--- src/rtl/mmcm_ps_pkg.sv ---
// Shared types for the MMCM phase-shift step sequencer.
package mmcm_ps_pkg;

  typedef enum logic [1:0] {
    IDLE,
    ISSUE,
    WAIT_DONE,
    GAP
  } ps_state_t;

  typedef enum logic [1:0] {
    PS_OK,
    PS_ABORT,
    PS_TIMEOUT,
    PS_LOCK_LOST
  } ps_status_t;

endpackage

--- src/rtl/mmcm_ps_timer.sv ---
// Up-counter with terminal-count compare. One instance serves both the
// post-psdone spacing wait and the psdone timeout, since only one of them
// is ever running. Holding clear keeps it parked at zero.
module mmcm_ps_timer #(
  parameter int W = 6
) (
  input  logic         clk,
  input  logic         reset_n,
  input  logic         clear,
  input  logic [W-1:0] term,
  output logic         tc
);

  logic [W-1:0] count;

  // Count up every cycle unless parked by clear.
  always_ff @(posedge clk) begin
    if (!reset_n)   count <= '0;
    else if (clear) count <= '0;
    else            count <= count + W'(1);
  end

  assign tc = (count == term);

endmodule

--- src/rtl/mmcm_ps_step_sequencer.sv ---
// Issues one MMCM psen pulse per requested phase step, waits for psdone,
// spaces steps by MIN_GAP idle cycles, times out a missing psdone, and
// keeps a running signed phase position.
module mmcm_ps_step_sequencer
  import mmcm_ps_pkg::*;
#(
  parameter int STEP_W  = 16,
  parameter int POS_W   = 32,
  parameter int MIN_GAP = 13,
  parameter int TIMEOUT = 64
) (
  input  logic                     psclk,
  input  logic                     reset_n,
  input  logic                     req_valid,
  output logic                     req_ready,
  input  logic signed [STEP_W-1:0] req_steps,
  input  logic                     abort,
  input  logic                     mmcm_locked,
  output logic                     psen,
  output logic                     psincdec,
  input  logic                     psdone,
  output logic                     busy,
  output logic [STEP_W-1:0]        steps_left,
  output logic                     done_pulse,
  output logic [1:0]               done_status,
  input  logic                     pos_clear,
  output logic signed [POS_W-1:0]  phase_pos
);

  // Timer must reach the larger of the two terminal counts.
  localparam int TMAX   = (TIMEOUT > MIN_GAP) ? TIMEOUT : MIN_GAP;
  localparam int TMR_W  = (TMAX > 2) ? $clog2(TMAX) : 1;
  localparam int GAP_TC = (MIN_GAP > 0) ? MIN_GAP - 1 : 0;
  localparam int TO_TC  = (TIMEOUT > 0) ? TIMEOUT - 1 : 0;

  ps_state_t         state;
  logic              abort_pend;
  logic [STEP_W-1:0] req_mag;
  logic [STEP_W-1:0] steps_dec;
  logic              step_done;
  logic              tmr_clear;
  logic [TMR_W-1:0]  tmr_term;
  logic              tmr_tc;

  // Most-negative request maps to 2**(STEP_W-1), which fits unsigned.
  assign req_mag   = req_steps[STEP_W-1] ? STEP_W'(-req_steps) : STEP_W'(req_steps);
  assign steps_dec = steps_left - STEP_W'(1);
  assign req_ready = (state == IDLE) & mmcm_locked & reset_n;
  assign busy      = (state != IDLE);

  // A step only counts if the MMCM is still locked when psdone arrives.
  assign step_done = (state == WAIT_DONE) & psdone & mmcm_locked;

  // Timer runs only in WAIT_DONE/GAP; a psdone restarts it for the gap wait.
  assign tmr_clear = !((state == WAIT_DONE) || (state == GAP)) ||
                     ((state == WAIT_DONE) && psdone);
  assign tmr_term  = (state == GAP) ? TMR_W'(GAP_TC) : TMR_W'(TO_TC);

  mmcm_ps_timer #(.W(TMR_W)) u_timer (
    .clk     (psclk),
    .reset_n (reset_n),
    .clear   (tmr_clear),
    .term    (tmr_term),
    .tc      (tmr_tc)
  );

  // Step sequencing FSM with registered psen/done outputs.
  always_ff @(posedge psclk) begin
    if (!reset_n) begin
      state       <= IDLE;
      psen        <= 1'b0;
      psincdec    <= 1'b0;
      done_pulse  <= 1'b0;
      done_status <= PS_OK;
      steps_left  <= '0;
      abort_pend  <= 1'b0;
    end else begin
      psen       <= 1'b0;
      done_pulse <= 1'b0;
      if (state != IDLE && !mmcm_locked) begin
        // Lock loss overrides psdone, timeout and abort.
        state       <= IDLE;
        abort_pend  <= 1'b0;
        done_pulse  <= 1'b1;
        done_status <= PS_LOCK_LOST;
      end else begin
        case (state)
          IDLE: begin
            abort_pend <= 1'b0;
            if (req_valid && req_ready) begin
              psincdec   <= ~req_steps[STEP_W-1];
              steps_left <= req_mag;
              if (req_steps == '0) begin
                done_pulse  <= 1'b1;
                done_status <= PS_OK;
              end else begin
                state <= ISSUE;
                psen  <= 1'b1;
              end
            end
          end
          ISSUE: begin
            state <= WAIT_DONE;
            if (abort) abort_pend <= 1'b1;
          end
          WAIT_DONE: begin
            if (abort) abort_pend <= 1'b1;
            if (psdone) begin
              steps_left <= steps_dec;
              if (steps_dec == '0) begin
                state       <= IDLE;
                done_pulse  <= 1'b1;
                done_status <= PS_OK;
              end else if (abort_pend || abort) begin
                state       <= IDLE;
                done_pulse  <= 1'b1;
                done_status <= PS_ABORT;
              end else if (MIN_GAP == 0) begin
                state <= ISSUE;
                psen  <= 1'b1;
              end else begin
                state <= GAP;
              end
            end else if (tmr_tc) begin
              state       <= IDLE;
              steps_left  <= '0;
              done_pulse  <= 1'b1;
              done_status <= PS_TIMEOUT;
            end
          end
          GAP: begin
            if (abort) begin
              state       <= IDLE;
              done_pulse  <= 1'b1;
              done_status <= PS_ABORT;
            end else if (tmr_tc) begin
              state <= ISSUE;
              psen  <= 1'b1;
            end
          end
          default: state <= IDLE;
        endcase
      end
    end
  end

  // Phase position: clear wins over the old value but not over this cycle's step.
  always_ff @(posedge psclk) begin
    if (!reset_n) begin
      phase_pos <= '0;
    end else begin
      phase_pos <= (pos_clear ? POS_W'(0) : phase_pos) +
                   (step_done ? (psincdec ? POS_W'(1) : {POS_W{1'b1}}) : POS_W'(0));
    end
  end

endmodule
--- config.mk ---
export PLATFORM = sky130hd
export DESIGN_NAME = mmcm_ps_step_sequencer
export DESIGN_NICKNAME = d
export VERILOG_FILES = /design/src/rtl/mmcm_ps_pkg.sv /design/src/rtl/mmcm_ps_timer.sv /design/src/rtl/mmcm_ps_step_sequencer.sv
export SDC_FILE = /design/constraint.sdc
export NUM_CORES = 1
export LEC_CHECK = 0
export ABC_AREA = 1
export CAP_MARGIN = 20
export CORE_MARGIN = 2
export CORE_UTILIZATION = 45
export DETAILED_ROUTE_END_ITERATION = 10
export PLACE_DENSITY_LB_ADDON = 0.15
export RECOVER_POWER = 25
export SLEW_MARGIN = 10
export SYNTH_ARGS = -nofsm -noshare
export SYNTH_HDL_FRONTEND = slang
export SYNTH_HIERARCHICAL = 1
export SYNTH_SLANG_ARGS = --single-unit
--- constraint.sdc ---
create_clock -name psclk -period 6.6 [get_ports psclk]
set_input_delay 1.32 -clock psclk [delete_from_list [all_inputs] [get_ports psclk]]
set_output_delay 1.32 -clock psclk [all_outputs]
set_load 0.01 [all_outputs]
==> impl_results.html <==
<table>
<tr><th>Metric</th><th>Value</th></tr>
<tr><th colspan="2">Detailed routing</th></tr>
<tr><td>Detail-routed via count per cell</td><td>5.177</td></tr>
<tr><td>Wire length after detailed routing</td><td>13960 um</td></tr>
<tr><td>DRC violation total after the first TritonRoute iteration</td><td>276</td></tr>
<tr><td>Mean routed wirelength per cell</td><td>13.02 um</td></tr>
<tr><td>Initial DRT Pass Iterations</td><td>5</td></tr>
<tr><td>Vias after detailed routing</td><td>5550</td></tr>
<tr><td>Antenna violation net count after detailed routing</td><td>0</td></tr>
<tr><td># DRC</td><td>0</td></tr>
<tr><th colspan="2">Timing</th></tr>
<tr><td>Shortest period the worst path allows</td><td>4.518 ns</td></tr>
<tr><td># setup viols final</td><td>0</td></tr>
<tr><td>Actual transition at the worst max-transition pin</td><td>0.5324 ns</td></tr>
<tr><td>Unrepaired setup endpoints after global routing</td><td>false</td></tr>
<tr><td>Worst Skew</td><td>0.007881 ns</td></tr>
<tr><td>Number of max-slew violations in the final report</td><td>0</td></tr>
<tr><td>Rel. slew slack</td><td>64.39%</td></tr>
<tr><td>Post-Route Setup TNS</td><td>0 ns</td></tr>
<tr><td>Hold Violations, Final</td><td>0</td></tr>
<tr><td>Achievable clock frequency</td><td>0.2213 GHz</td></tr>
<tr><td>Fraction of the cycle the final worst path needs</td><td>68.45%</td></tr>
<tr><th colspan="2">Clocking</th></tr>
<tr><td>TritonCTS clock tree</td><td>built</td></tr>
<tr><td>CTS H-tree lvls</td><td>3</td></tr>
<tr><td>Post_cts resized</td><td>0</td></tr>
<tr><td>Number of hold buffers added after CTS</td><td>0</td></tr>
<tr><td>Max Root-Sink Buffers</td><td>2</td></tr>
<tr><td># Post-CTS Setup Buffers</td><td>0</td></tr>
<tr><td>Clock insertion delay at the later pin of the skew report</td><td>0.35 ns</td></tr>
<tr><td>Clock sink count</td><td>62</td></tr>
<tr><td>Clk pin slew, worst setup/hold paths</td><td>0.06 ns</td></tr>
<tr><td>Root cell of the clock tree</td><td>clkbuf_16</td></tr>
<tr><td>Clock buffers created by TritonCTS</td><td>9</td></tr>
<tr><th colspan="2">Die</th></tr>
<tr><td>Starting Density</td><td>45.87%</td></tr>
<tr><td>Number of top-level pins</td><td>78</td></tr>
<tr><td>Area of the core</td><td>0.01132 mm2</td></tr>
<tr><td>Number of placement rows</td><td>39</td></tr>
<tr><td>Height of the die</td><td>111.4 um</td></tr>
<tr><td>Full die area</td><td>0.01241 mm2</td></tr>
<tr><td>Die width</td><td>111.4 um</td></tr>
<tr><th colspan="2">Worst setup path</th></tr>
<tr><td>Worst Setup SP</td><td>reset_n</td></tr>
<tr><td>Critical Path Most Common Cell</td><td>clkdlybuf4s50_1</td></tr>
<tr><td>Critical path endpoint</td><td>req_ready</td></tr>
<tr><td>Critical path data arrival time</td><td>3.20 ns</td></tr>
<tr><td>Largest driver fanout on the critical path</td><td>43</td></tr>
<tr><td>Worst-case reg-to-reg path depth</td><td>18</td></tr>
<tr><td>Critical path, cell by cell</td><td>clkdlybuf4s50_1, buf_4, inv_2, nor3_2, clkdlybuf4s50_1</td></tr>
<tr><td>Type of element launching the critical path</td><td>input pin</td></tr>
<tr><td>Required time at the endpoint of the critical path</td><td>5.28 ns</td></tr>
<tr><td>Reg2Reg Setup Slack</td><td>2.96 ns</td></tr>
<tr><td>Worst Path Class, Setup</td><td>input pin to output port</td></tr>
<tr><td>Cell with the largest stage delay on the worst path</td><td>clkdlybuf4s50_1</td></tr>
<tr><td>Reg-to-reg startpoint</td><td>state[0]$_SDFFE_PP0P_</td></tr>
<tr><td>Critical path endpoint category</td><td>output port</td></tr>
<tr><td>Delay of the slowest critical-path stage</td><td>0.58 ns</td></tr>
<tr><td>Reg-to-reg endpoint</td><td>phase_pos[18]$_SDFF_PN0_</td></tr>
<tr><th colspan="2">Yosys</th></tr>
<tr><td>Syn Area/Cell</td><td>6.145 um2</td></tr>
<tr><td>Portion of synthesized cell area occupied by the leading cell type</td><td>23.90%</td></tr>
<tr><td>Distinct cell type count of the synthesized netlist</td><td>43</td></tr>
<tr><td>Library cell occupying the most area in the post-synthesis netlist</td><td>dfxtp_1</td></tr>
<tr><td>Cell types with the largest area share after synthesis</td><td>dfxtp_1 (24%), nand2_1 (10%), nor2_1 (10%)</td></tr>
<tr><td>Top cell types by occurrence after synthesis</td><td>nand2_1 (144), nor2_1 (141), inv_1 (128), a21oi_1 (92), dfxtp_1 (62)</td></tr>
<tr><td>Number of storage elements in the synthesis netlist</td><td>62</td></tr>
<tr><td>Cell with the most instances after synthesis</td><td>nand2_1</td></tr>
<tr><td>Most used flip-flop cell after synthesis</td><td>dfxtp_1</td></tr>
<tr><td>Synthesized cell area</td><td>0.005192 mm2</td></tr>
<tr><td>Sequential element share of the synthesized area</td><td>23.90%</td></tr>
<tr><td>Synthesized netlist cell count</td><td>845</td></tr>
<tr><td>Post-synthesis async set-or-reset flop share</td><td>0%</td></tr>
<tr><td>Count of yosys warnings during synthesis</td><td>6</td></tr>
<tr><td>Number of enable flip-flop cells after synthesis</td><td>0</td></tr>
<tr><th colspan="2">Global route</th></tr>
<tr><td>Via count of the first global-routing pass</td><td>4995</td></tr>
<tr><td>GRT overflow</td><td>0</td></tr>
<tr><td>Number of antenna violations at the first check in global routing</td><td>0</td></tr>
<tr><td>Wire length of the first global-routing pass</td><td>23490 um</td></tr>
<tr><td>Pin count of the biggest net entering global routing</td><td>44</td></tr>
<tr><td>GR Util All Layers</td><td>22.93%</td></tr>
<tr><th colspan="2">Finish</th></tr>
<tr><td>Share of cells above drive strength 1</td><td>5.920%</td></tr>
<tr><td>Synthesis-to-finish area growth</td><td>23.47%</td></tr>
<tr><td>Share of the core filled with cells</td><td>56.63%</td></tr>
<tr><td>Layout fillers</td><td>1181</td></tr>
<tr><td>Final Net Count</td><td>988</td></tr>
<tr><td>Final antenna diode count</td><td>0</td></tr>
<tr><th colspan="2">Run status</th></tr>
<tr><td>Outcome</td><td>finished clean</td></tr>
<tr><th colspan="2">Power and ir drop</th></tr>
<tr><td>Standby leakage power</td><td>0.003018 uW</td></tr>
<tr><td>Power Density</td><td>213.9 mW/mm2</td></tr>
<tr><td>Worst ir drop on vdd</td><td>0.1810 mV</td></tr>
<tr><th colspan="2">Placed design</th></tr>
<tr><td>Gp weighted congestion</td><td>0.9448</td></tr>
<tr><td>HPWL after detailed placement</td><td>10780 um</td></tr>
<tr><td>Count of input and output buffers</td><td>77</td></tr>
<tr><th colspan="2">Min path</th></tr>
<tr><td>Hold/Removal Path Class</td><td>register to register</td></tr>
<tr><th colspan="2">Job</th></tr>
<tr><td>Max capacitance violation total</td><td>0</td></tr>
</table>
-- layout by cell type, fill, tap and decap left out, types with 3 or more instances in the layout --
| master | netlist | routed |
|---|---|---|
| nand2_1 | 144 | 144 |
| nor2_1 | 141 | 141 |
| inv_1 | 128 | 128 |
| a21oi_1 | 92 | 92 |
| dfxtp_1 | 62 | 62 |
| o21ai_0 | 60 | 60 |
| clkdlybuf4s50_1 | 0 | 48 |
| ha_1 | 40 | 40 |
| nand3_1 | 37 | 37 |
| dlygate4sd3_1 | 0 | 29 |
| nor2_2 | 12 | 12 |
| o21ai_1 | 10 | 10 |
| a31oi_1 | 10 | 10 |
| nor3_1 | 11 | 10 |
| clkbuf_16 | 0 | 9 |
| o21a_1 | 8 | 8 |
| nand4_1 | 8 | 8 |
| nand3b_1 | 7 | 7 |
| xnor2_1 | 7 | 7 |
| nor3_2 | 5 | 6 |
| nand2_2 | 6 | 6 |
| inv_2 | 4 | 4 |
| a21o_1 | 4 | 4 |
| buf_4 | 1 | 4 |
| conb_1 | 1 | 4 |
| xor2_1 | 3 | 3 |
| o21bai_1 | 3 | 3 |
| clkinvlp_4 | 0 | 3 |
-- cell type report --
type | instances | area, um2 | share of cell area [%]
clock buffers | 10 | 229.0 | 3.571
multi-input cells | 638 | 3403 | 53.08
clock inverters | 6 | 62.56 | 0.9758
flip-flops and latches | 62 | 1241 | 19.36
inverters | 132 | 495.5 | 7.728
well taps | 143 | 178.9 | 2.791
repair buffers | 81 | 800.8 | 12.49
-- worst max-delay path: cells and delay by family --
kind / cells / cell delay (ns)
buffers and inverters: 4 / 1.65
AND/OR/NAND/NOR: 1 / 0.22
-- kinds of logic after synthesis --
logic type | synth area share (%)
other | 0.07222
AND/OR/NAND/NOR | 32.07
buffers and inverters | 10.87
adder cells (fa/ha/maj) | 10.02
XOR/XNOR | 1.687
flip-flops | 23.90
AO/OA/AOI/OAI | 21.37
-- per-stage QoR --
step	setup slack [ns]	cell area, um2	hold WS, ns	std cells	total power (uW)
after floorplan	1.262	5204	0.4523	848	755.4
after global placement	2.089	6120	0.4805	1056	899.9
after detailed placement	2.063	6120	0.4800	1056	901.2
after CTS	2.073	6411	0.4930	1072	1382
after global routing	1.963	6411	0.5112	1072	1454
final	2.082	6411	0.4915	1072	1371
-- report_power, final --
part	switching [uW]	internal, uW	leakage, uW
sequential	33.6	403	0.000502
clock	187	291	0.000134
combinational	274	183	0.00238
-- how the worst min path moves through the flow --
stage,endpoint,startpoint,slack (ns),depth (start not counted)
finish,done_status[1]$_SDFFE_PN0P_,done_status[1]$_SDFFE_PN0P_,0.49,2
global route,done_status[1]$_SDFFE_PN0P_,done_status[1]$_SDFFE_PN0P_,0.51,2
CTS,done_status[1]$_SDFFE_PN0P_,done_status[1]$_SDFFE_PN0P_,0.49,2
detailed placement,done_status[1]$_SDFFE_PN0P_,done_status[1]$_SDFFE_PN0P_,0.48,2
global placement,done_status[1]$_SDFFE_PN0P_,done_status[1]$_SDFFE_PN0P_,0.48,2
floorplan,u_timer/count[0]$_SDFF_PP0_,u_timer/count[0]$_SDFF_PP0_,0.45,1
-- routing by layer --
| metal | vias up | track usage [%] | part of all wire [%] |
|---|---|---|---|
| met5 | - | 0 | 0 |
| met4 | 0 | 8.230 | 2.1 |
| met3 | 30 | 5.117 | 6.1 |
| met2 | 163 | 36.14 | 44 |
| met1 | 2420 | 30.96 | 48 |
| li1 | 2937 | - | - |
-- registers in the layout, summed over array words and instances, names as in the netlist --
signal / count
abort_pend: 1
done_pulse: 1
done_status: 2
phase_pos: 32
psen: 1
psincdec: 1
state: 2
steps_left: 16
u_timer/count: 6
Power figures use the tool's default switching activity.
